**config.mk**
```make
export PLATFORM = sky130hd
export DESIGN_NAME = div_unit
export DESIGN_NICKNAME = d
export VERILOG_FILES = /design/src/rtl/rv_pkg.sv /design/src/rtl/div_unit.sv
export SDC_FILE = /design/constraint.sdc
export NUM_CORES = 1
export LEC_CHECK = 0
export CAP_MARGIN = 0
export CORE_MARGIN = 2
export CORE_UTILIZATION = 55
export CTS_CLUSTER_DIAMETER = 120
export DETAILED_ROUTE_END_ITERATION = 10
export GPL_TIMING_DRIVEN = 0
export PLACE_DENSITY = 0.77
export SYNTH_ARGS = -nofsm -noshare
export SYNTH_HDL_FRONTEND = slang
export SYNTH_SLANG_ARGS = --single-unit
```
**constraint.sdc**
```tcl
create_clock -name clk -period 3.9 [get_ports clk]
set_clock_uncertainty 0.05 [all_clocks]
set_input_delay 0.78 -clock clk [delete_from_list [all_inputs] [get_ports clk]]
set_output_delay 0.78 -clock clk [all_outputs]
set_load 0.03 [all_outputs]
```
**src/rtl/rv_pkg.sv**
```systemverilog
// Shared RV32 definitions for the execute-stage helper units.
// div_op_t mirrors funct3[1:0] of the M-extension divide group.
package rv_pkg;

  typedef enum logic [1:0] {
    DIV  = 2'b00,
    DIVU = 2'b01,
    REM  = 2'b10,
    REMU = 2'b11
  } div_op_t;

  typedef enum logic [1:0] {
    IDLE = 2'b00,
    CALC = 2'b01,
    FIX  = 2'b10,
    DONE = 2'b11
  } div_state_t;

  localparam logic [31:0] DIV_OVF_DIVIDEND = 32'h8000_0000;

endpackage

```
**src/rtl/div_unit.sv**
```systemverilog
// Iterative radix-2 restoring divider for RV32M DIV/DIVU/REM/REMU.
// Ports:
//   clk, reset      rising-edge clock, synchronous active-high reset
//   start, op       request (sampled in IDLE) and funct3[1:0]
//   rs1_data        dividend, rs2_data divisor, rd_in destination index
//   flush           abort the in-flight operation, no write-back
//   busy            high whenever not IDLE
//   done, wb_en     one-cycle write-back strobe (identical)
//   result, rd_out  registered write data / address, held until next DONE
module div_unit
  import rv_pkg::*;
#(
  parameter int unsigned WIDTH = 32
) (
  input  logic             clk,
  input  logic             reset,
  input  logic             start,
  input  logic [1:0]       op,
  input  logic [WIDTH-1:0] rs1_data,
  input  logic [WIDTH-1:0] rs2_data,
  input  logic [4:0]       rd_in,
  input  logic             flush,
  output logic             busy,
  output logic             done,
  output logic [WIDTH-1:0] result,
  output logic [4:0]       rd_out,
  output logic             wb_en
);

  localparam int unsigned CW = $clog2(WIDTH) + 1;
  localparam logic [WIDTH-1:0] OVF_DIVIDEND = {1'b1, {(WIDTH-1){1'b0}}};

  div_state_t       r_state, w_next;
  div_op_t          r_op;
  logic             r_neg_q, r_neg_r;
  logic [WIDTH-1:0] r_rem, r_quo, r_dvsr, r_result;
  logic [4:0]       r_rd, r_rd_out;
  logic [CW-1:0]    r_cnt;

  logic             w_signed, w_a_neg, w_b_neg, w_div0, w_ovf, w_special, w_last;
  logic [WIDTH-1:0] w_a_mag, w_b_mag, w_quo_fix, w_rem_fix, w_special_res;
  logic [WIDTH:0]   w_shift, w_trial;

  // op[0]=0 selects the signed variants (DIV, REM)
  assign w_signed  = ~op[0];
  assign w_a_neg   = w_signed & rs1_data[WIDTH-1];
  assign w_b_neg   = w_signed & rs2_data[WIDTH-1];
  assign w_a_mag   = w_a_neg ? -rs1_data : rs1_data;
  assign w_b_mag   = w_b_neg ? -rs2_data : rs2_data;
  assign w_div0    = (rs2_data == '0);
  assign w_ovf     = w_signed & (rs1_data == OVF_DIVIDEND) & (rs2_data == '1);
  assign w_special = w_div0 | w_ovf;

  always_comb begin
    w_special_res = '0;
    if (w_div0)
      w_special_res = op[1] ? rs1_data : '1;
    else
      w_special_res = op[1] ? '0 : OVF_DIVIDEND;
  end

  // Partial remainder is always below the divisor, so the shifted value
  // fits in WIDTH+1 bits and the trial difference sign is its MSB.
  assign w_shift   = {r_rem, r_quo[WIDTH-1]};
  assign w_trial   = w_shift - {1'b0, r_dvsr};
  assign w_last    = (r_cnt == CW'(WIDTH - 1));

  assign w_quo_fix = r_neg_q ? -r_quo : r_quo;
  assign w_rem_fix = r_neg_r ? -r_rem : r_rem;

  always_ff @(posedge clk) begin
    if (reset) r_state <= IDLE;
    else       r_state <= w_next;
  end

  always_comb begin
    w_next = r_state;
    case (r_state)
      IDLE:    if (start) w_next = w_special ? DONE : CALC;
      CALC:    if (w_last) w_next = FIX;
      FIX:     w_next = DONE;
      DONE:    w_next = IDLE;
      default: w_next = IDLE;
    endcase
    if (flush) w_next = IDLE;
  end

  always_ff @(posedge clk) begin
    if (reset) begin
      r_op     <= DIV;
      r_neg_q  <= 1'b0;
      r_neg_r  <= 1'b0;
      r_rem    <= '0;
      r_quo    <= '0;
      r_dvsr   <= '0;
      r_cnt    <= '0;
      r_rd     <= '0;
      r_rd_out <= '0;
      r_result <= '0;
    end else begin
      case (r_state)
        IDLE: begin
          if (start && !flush) begin
            r_op    <= div_op_t'(op);
            r_rd    <= rd_in;
            r_neg_q <= w_a_neg ^ w_b_neg;
            r_neg_r <= w_a_neg;
            r_quo   <= w_a_mag;
            r_dvsr  <= w_b_mag;
            r_rem   <= '0;
            r_cnt   <= '0;
            // Special cases skip CALC/FIX, so the write-back registers load now
            if (w_special) begin
              r_result <= w_special_res;
              r_rd_out <= rd_in;
            end
          end
        end
        CALC: begin
          r_cnt <= r_cnt + 1'b1;
          if (!w_trial[WIDTH]) begin
            r_rem <= w_trial[WIDTH-1:0];
            r_quo <= {r_quo[WIDTH-2:0], 1'b1};
          end else begin
            r_rem <= w_shift[WIDTH-1:0];
            r_quo <= {r_quo[WIDTH-2:0], 1'b0};
          end
        end
        FIX: begin
          if (!flush) begin
            r_result <= (r_op inside {REM, REMU}) ? w_rem_fix : w_quo_fix;
            r_rd_out <= r_rd;
          end
        end
        default: ;
      endcase
    end
  end

  assign busy   = (r_state != IDLE);
  assign done   = (r_state == DONE);
  assign wb_en  = (r_state == DONE);
  assign result = r_result;
  assign rd_out = r_rd_out;

endmodule

```
==> results of run 1 <==
-- path summary, 6_finish.rpt --
path                              to  slack, ns  depth (start not counted)
min reg2reg     r_rd[0]$_SDFFE_PP0P_       0.41                          2
min             r_rd[0]$_SDFFE_PP0P_       0.41                          2
max reg2reg   r_rem[24]$_SDFFE_PP0P_       0.24                         13
max          result[18]$_SDFFE_PP0P_       0.12                         11
-- state kept, by name, summed over array words and instances, names as in the netlist --
name,flops
r_op,1
r_dvsr,32
r_rd,5
r_state,2
r_neg_q,1
r_cnt,6
rd_out,5
r_rem,32
r_quo,32
r_neg_r,1
result,32
-- layout by cell type, fill, tap and decap left out, drive strengths merged, types with 11 or more instances in the layout --
cell type,instances
o211ai,21
inv,61
o21ai,101
a21oi,135
or4,14
xor2,62
a211oi,54
or3,25
nor3,38
a31oi,12
a21o,15
nand2,210
nor4,11
dfxtp,149
nand3,19
clkbuf,93
nand2b,13
buf,18
xnor2,81
o31ai,28
mux2i,31
o41ai,15
ha,42
clkdlybuf4s50,112
nand4,12
nor2,128
nor2b,25
-- per-layer routing --
layer	part of all wire, %	vias up	routed length [um]	track usage (%)
met3	10	91	3800	6.74
met1	43	5518	15800	47.5
met5	0	-	0	0
met2	43	663	16000	50.8
met4	3.1	0	1150	11.7
li1	-	5564	-	-
-- power by group through the flow --
stage          sequential (mW)  clock [mW]  combinational [mW]
5_1_grt                   1.63        1.70               0.940
3_5_place_dp              1.66           0               0.837
4_1_cts                   1.62        1.63               0.844
2_1_floorplan             1.64           0               0.554
3_3_place_gp              1.66           0               0.828
6_report                  1.63        1.63               0.867
-- cell type report --
| class | instances | area (um2) | share of cell area, % |
|---|---|---|---|
| multi-input cells | 1186 | 7510 | 57.1 |
| flip-flops and latches | 149 | 2980 | 22.7 |
| repair buffers | 115 | 1170 | 8.86 |
| clock buffers | 19 | 443 | 3.36 |
| plain buffers | 91 | 389 | 2.96 |
| well taps | 265 | 332 | 2.52 |
| inverters | 58 | 218 | 1.65 |
| clock inverters | 13 | 124 | 0.941 |
-- repair_timing --
item | in CTS | in global routing
gates resized for setup | 6 | 16
hold endpoints to repair | 0 | 0
pin swaps | 2 | 1
setup endpoints to repair | 44 | 63
buffers inserted | 1 | 0
-- critical path, stage by stage --
cell             delay [ns]
clkdlybuf4s50_1        0.58
or4_1                  0.59
clkbuf_1               0.22
nor3_4                 0.33
nand3_1                0.32
o21ai_2                0.27
nand3_2                0.11
a21oi_4                0.30
nor2_1                 0.09
buf_4                  0.20
a22o_1                 0.24
-- kinds of logic (layout without fill, tap and decap cells) --
family	after synthesis	count (layout)
xor+xnor	143	143
simple gates	519	519
compound gates	449	449
mux	32	32
buf+inv	150	296
flops	149	149
fa+ha+maj	43	43
-- metrics by stage --
step	area, um2	power (mW)
6_report	13200	4.12
3_3_place_gp	12500	2.49
3_5_place_dp	12500	2.50
4_1_cts	13100	4.10
2_1_floorplan	11100	2.19
5_1_grt	13200	4.27
==> flow_metrics.tcl, run 1 <==
set metrics [dict create \
    drive_above_1_share_pct 5.27 \
    wirelength_um 36800 \
    fillCellCount 1721 \
    die_w_um 146 \
    synth.most_common_cell "nand2_1" \
    ctsHoldBuffers 0 \
    seq_area_frac_synth_pct 27.0 \
    switching_share_pct 31.7 \
    synth_fa_ha_area_share_pct 4.94 \
    max_freq_mhz 264 \
    synthTopCellsByArea "dfxtp_1, nand2_1, xnor2_1" \
    yosys.area_share.simple_pct 21.4 \
    yosysTopAreaCellShare_pct 27.0 \
    p_int_mw 2.82 \
    clock_sinks 149 \
    rsz0062_at_grt "false" \
    synth_common_cells "nand2_1, dfxtp_1, a21oi_1" \
    power_density_nw_per_um2 313 \
    required_ns 4.18 \
    ir_drop_uv 322 \
    seqPwrFrac_pct 39.4 \
    post-route-drc-count 0 \
    grt_pass1_vias 10678 \
    setup_slack_ns 0.117 \
    die_h_um 146 \
    synth_edf_count 0 \
    cp-start-kind "input port" \
    cts_buffer_depth 2 \
    crit_type "in2reg" \
    cp_data_arrival_time_ns 4.06 \
    reg2reg_from "r_quo[31]$_SDFFE_PP0P_" \
    ys_ff_latch 149 \
    synth_area_um2 11100 \
    place_ws_ns -0.663 \
    clk_latency_ns 0.43 \
    numPortBuffers 114 \
    pwr-share-comb_pct 21.0 \
    cts_buffers 17 \
    die_area_um2 21200 \
    rows 51 \
    drv_cap 0 \
    fin_setup_tns_ns 0 \
    max_slew_margin_pct 36.9 \
    worstMarginPinSlew_ns 0.947 \
    grt_usage_pct 33.5 \
    whs_ns 0.407 \
    slew_viol_final 0 \
    grt-ovfl-total 0 \
    finalCriticalPeriod_ns 3.78 \
    core_um2 19600 \
    dp_hpwl_um 28200 \
    synthDistinctLibCells 73 \
    ys.flop_type "dfxtp_1" \
    hold_start "r_rd[0]$_SDFFE_PP0P_" \
    wire_per_inst_um 19.4 \
    syn_inst 1485 \
    cts_max_level 4 \
    avgSynthCellArea_um2 7.44 \
    nets 1736 \
    setup_viol 0 \
    worstSetupStartpoint "rs1_data[2]" \
    stdcell_count 1896 \
    synth-compound-area-share_pct 27.0 \
    leakagePower_nw 4.71 \
    first_pass_iters 6 \
    worst_setup_path_end_kind "flop" \
    synth_top_family_by_area "compound AO/OA/AOI/OAI gates" \
    path_max_fanout 10 \
    ys_warn_count 0 \
    drt_iter0_drc 1348 \
    grt_pass1_wl_um 57100 \
    dp.cells 1864 \
    finalHoldViolations 0 \
    yosys.area.top_type "dfxtp_1" \
    synth_xor_area_share_pct 11.3 \
    clkPwrFrac_pct 39.5 \
    gp_congestion 0.975 \
    antenna_found_initial 0 \
    tritoncts "yes" \
    holdCritPathClass "reg2reg" \
    area_growth_pct 19.2 \
    grt_max_degree 17 \
    start_util_pct 56.4 \
    antenna_left 0 \
    num_vias 11836 \
    path_clk_slew_ns 0.07 \
    outcome "finished clean" \
    pin_count 115 \
    yosys-mux-area-fraction_pct 2.91 \
    diodes 0 \
    switching_power_mw 1.31 \
    period_share_pct 97.0 \
    syn-num-nets 1603 \
    cts-root-buf "clkbuf_16" \
    vias_per_cell 6.24 \
    final_util_pct 67.2 \
    async_flop_share_pct 0 \
]
No activity file was read; power rests on OpenSTA's default activity.
==> run 2, diff against run 1 <==
- CTS_BUF_LIST: unset -> sky130_fd_sc_hd__clkbuf_4 sky130_fd_sc_hd__clkbuf_8 sky130_fd_sc_hd__clkbuf_16
==> run 2 against run 1 <==
Against the previous run:
- largest cell class unchanged
- register-to-register slack hardly changed
- non-clock buffer count did not move
- first-iteration DRC count is essentially flat
- combinational power about the same
- clock power is essentially flat
- design area hardly changed
- highest routed layer unchanged
- largest power group unchanged
- final cell count stayed put
==> flow_metrics.tcl, run 2 (synthesis results as in run 1) <==
set metrics [dict create \
    worst_path_dominant_cell_family "simple AND/OR/NAND/NOR gates" \
    vias_per_cell 6.24 \
    worstSetupStartpoint "rs1_data[2]" \
    tritoncts "yes" \
    grt_pass1_wl_um 57100 \
    slowest_stage "clkdlybuf4s50_1" \
    grt_max_degree 17 \
    crit_cells 11 \
    die_w_um 146 \
    first_pass_iters 6 \
    reg2regPathDepth 13 \
    clk_latency_ns 0.43 \
    final_util_pct 67.2 \
    outcome "finished clean" \
    holdCritPathClass "reg2reg" \
    diodes 0 \
    worstMarginPinSlew_ns 0.946 \
    cts_buffers 17 \
    grt_usage_pct 33.5 \
    max_freq_mhz 265 \
    place_ws_ns -0.663 \
    rsz0062_at_grt "false" \
    slew_viol_final 0 \
    power_density_nw_per_um2 313 \
    post-route-drc-count 0 \
    finalPower_mw 4.13 \
    required_ns 4.21 \
    clock_sinks 149 \
    crit_type "in2reg" \
    cp-start-kind "input port" \
    dp_hpwl_um 28200 \
    r2r_end "r_rem[24]$_SDFFE_PP0P_" \
    nets 1736 \
    grt_pass1_vias 10678 \
    wire_per_inst_um 19.4 \
    cts_max_level 4 \
    grt-ovfl-total 0 \
    cts_buffer_depth 2 \
    setup_viol 0 \
    area_growth_pct 19.2 \
    pin_count 115 \
    die_h_um 146 \
    period_share_pct 96.9 \
    cp_data_arrival_time_ns 4.09 \
    antenna_found_initial 0 \
    wirelength_um 36700 \
    drv_cap 0 \
    path_max_fanout 10 \
    final_cell_mix "nand2_1, dfxtp_1, a21oi_1, nor2_1, clkdlybuf4s50_1" \
    core_um2 19600 \
    numPortBuffers 114 \
    fin_setup_tns_ns 0 \
    finalHoldViolations 0 \
    r2r_setup_slack_ns 0.23 \
    worst_setup_path_end_kind "flop" \
    max_slew_margin_pct 36.9 \
    placed_area_um2 12500 \
    num_vias 11831 \
    finalCriticalPeriod_ns 3.78 \
    crit_end "result[28]$_SDFFE_PP0P_" \
    leakagePower_nw 4.71 \
    antenna_left 0 \
    postLayoutCellArea_um2 13200 \
    die_area_um2 21200 \
    layout_commonest_cell "nand2_1" \
    setup_slack_ns 0.120 \
    ir_drop_uv 321 \
    start_util_pct 56.4 \
    cts-root-buf "clkbuf_16" \
    cp_cell_sequence "clkdlybuf4s50_1 > or4_1 > clkbuf_1 > nor3_4 > nand3_1 > o31ai_1 > a21oi_1 > nor3_2 > buf_4 > o221ai_1 > o2bb2ai_1" \
    max_stage_delay_ns 0.59 \
    ctsHoldBuffers 0 \
    reg2reg_from "r_quo[31]$_SDFFE_PP0P_" \
    drt_iter0_drc 1347 \
    path_clk_slew_ns 0.06 \
    drive_above_1_share_pct 5.33 \
    crit_buf_inv 3 \
    rows 51 \
    gp_congestion 0.975 \
]
run 2: changes by cell type in the layout (fill, tap and decap cells not counted):
| cell | previous run | this run |
|---|---|---|
| clkbuf_1 | 72 | 71 |
| clkbuf_4 | 0 | 1 |
run 2: tightest hold or removal path, delay by kind of cell (launching register included):
family | cells | cell delay (ns)
flops | 1 | 0.31
compound gates | 1 | 0.05
simple gates | 1 | 0.05
run 2: final cells by class:
type	instances	area, um2
Timing Repair Buffer	115	1170
Sequential cell	149	2980
Clock inverter	13	124
Tap cell	265	332
Buffer	91	389
Clock buffer	19	447
Fill cell	1719	6420
Inverter	58	218
Multi-Input combinational cell	1186	7510
run 2: timing repair:
action,in CTS,in global routing
setup endpoints to repair,44,63
gates resized for setup,6,16
setup buffers,1,0
pin swaps,2,1
run 2: worst min path at each step:
stage	start	to	depth (start not counted)	slack, ns
finish	r_rd[0]$_SDFFE_PP0P_	r_rd[0]$_SDFFE_PP0P_	2	0.41
global route	r_rd[0]$_SDFFE_PP0P_	r_rd[0]$_SDFFE_PP0P_	2	0.43
CTS	r_rd[0]$_SDFFE_PP0P_	r_rd[0]$_SDFFE_PP0P_	2	0.41
detailed placement	r_rd[2]$_SDFFE_PP0P_	r_rd[2]$_SDFFE_PP0P_	2	0.40
global placement	r_dvsr[30]$_SDFFE_PP0P_	r_dvsr[30]$_SDFFE_PP0P_	2	0.39
floorplan	r_dvsr[26]$_SDFFE_PP0P_	r_dvsr[26]$_SDFFE_PP0P_	2	0.38
run 2: per-layer routing:
layer | vias to the layer above | global-route usage (%) | part of all wire [%]
li1 | 5567 | - | -
met1 | 5481 | 47.5 | 43
met2 | 684 | 50.8 | 43
met3 | 99 | 6.74 | 10
met4 | 0 | 11.7 | 3.3
met5 | - | 0 | 0
run 2: report_power, final:
part	internal, mW	switching [mW]	total [mW]
clock network	0.909	0.723	1.63
registers	1.57	0.0553	1.63
logic	0.342	0.525	0.867
run 2: per-stage QoR:
step / cells / hold WS [ns]
2_1_floorplan: 1485 / 0.382
3_3_place_gp: 1864 / 0.390
3_5_place_dp: 1864 / 0.400
4_1_cts: 1897 / 0.408
5_1_grt: 1896 / 0.428
6_report: 1896 / 0.408
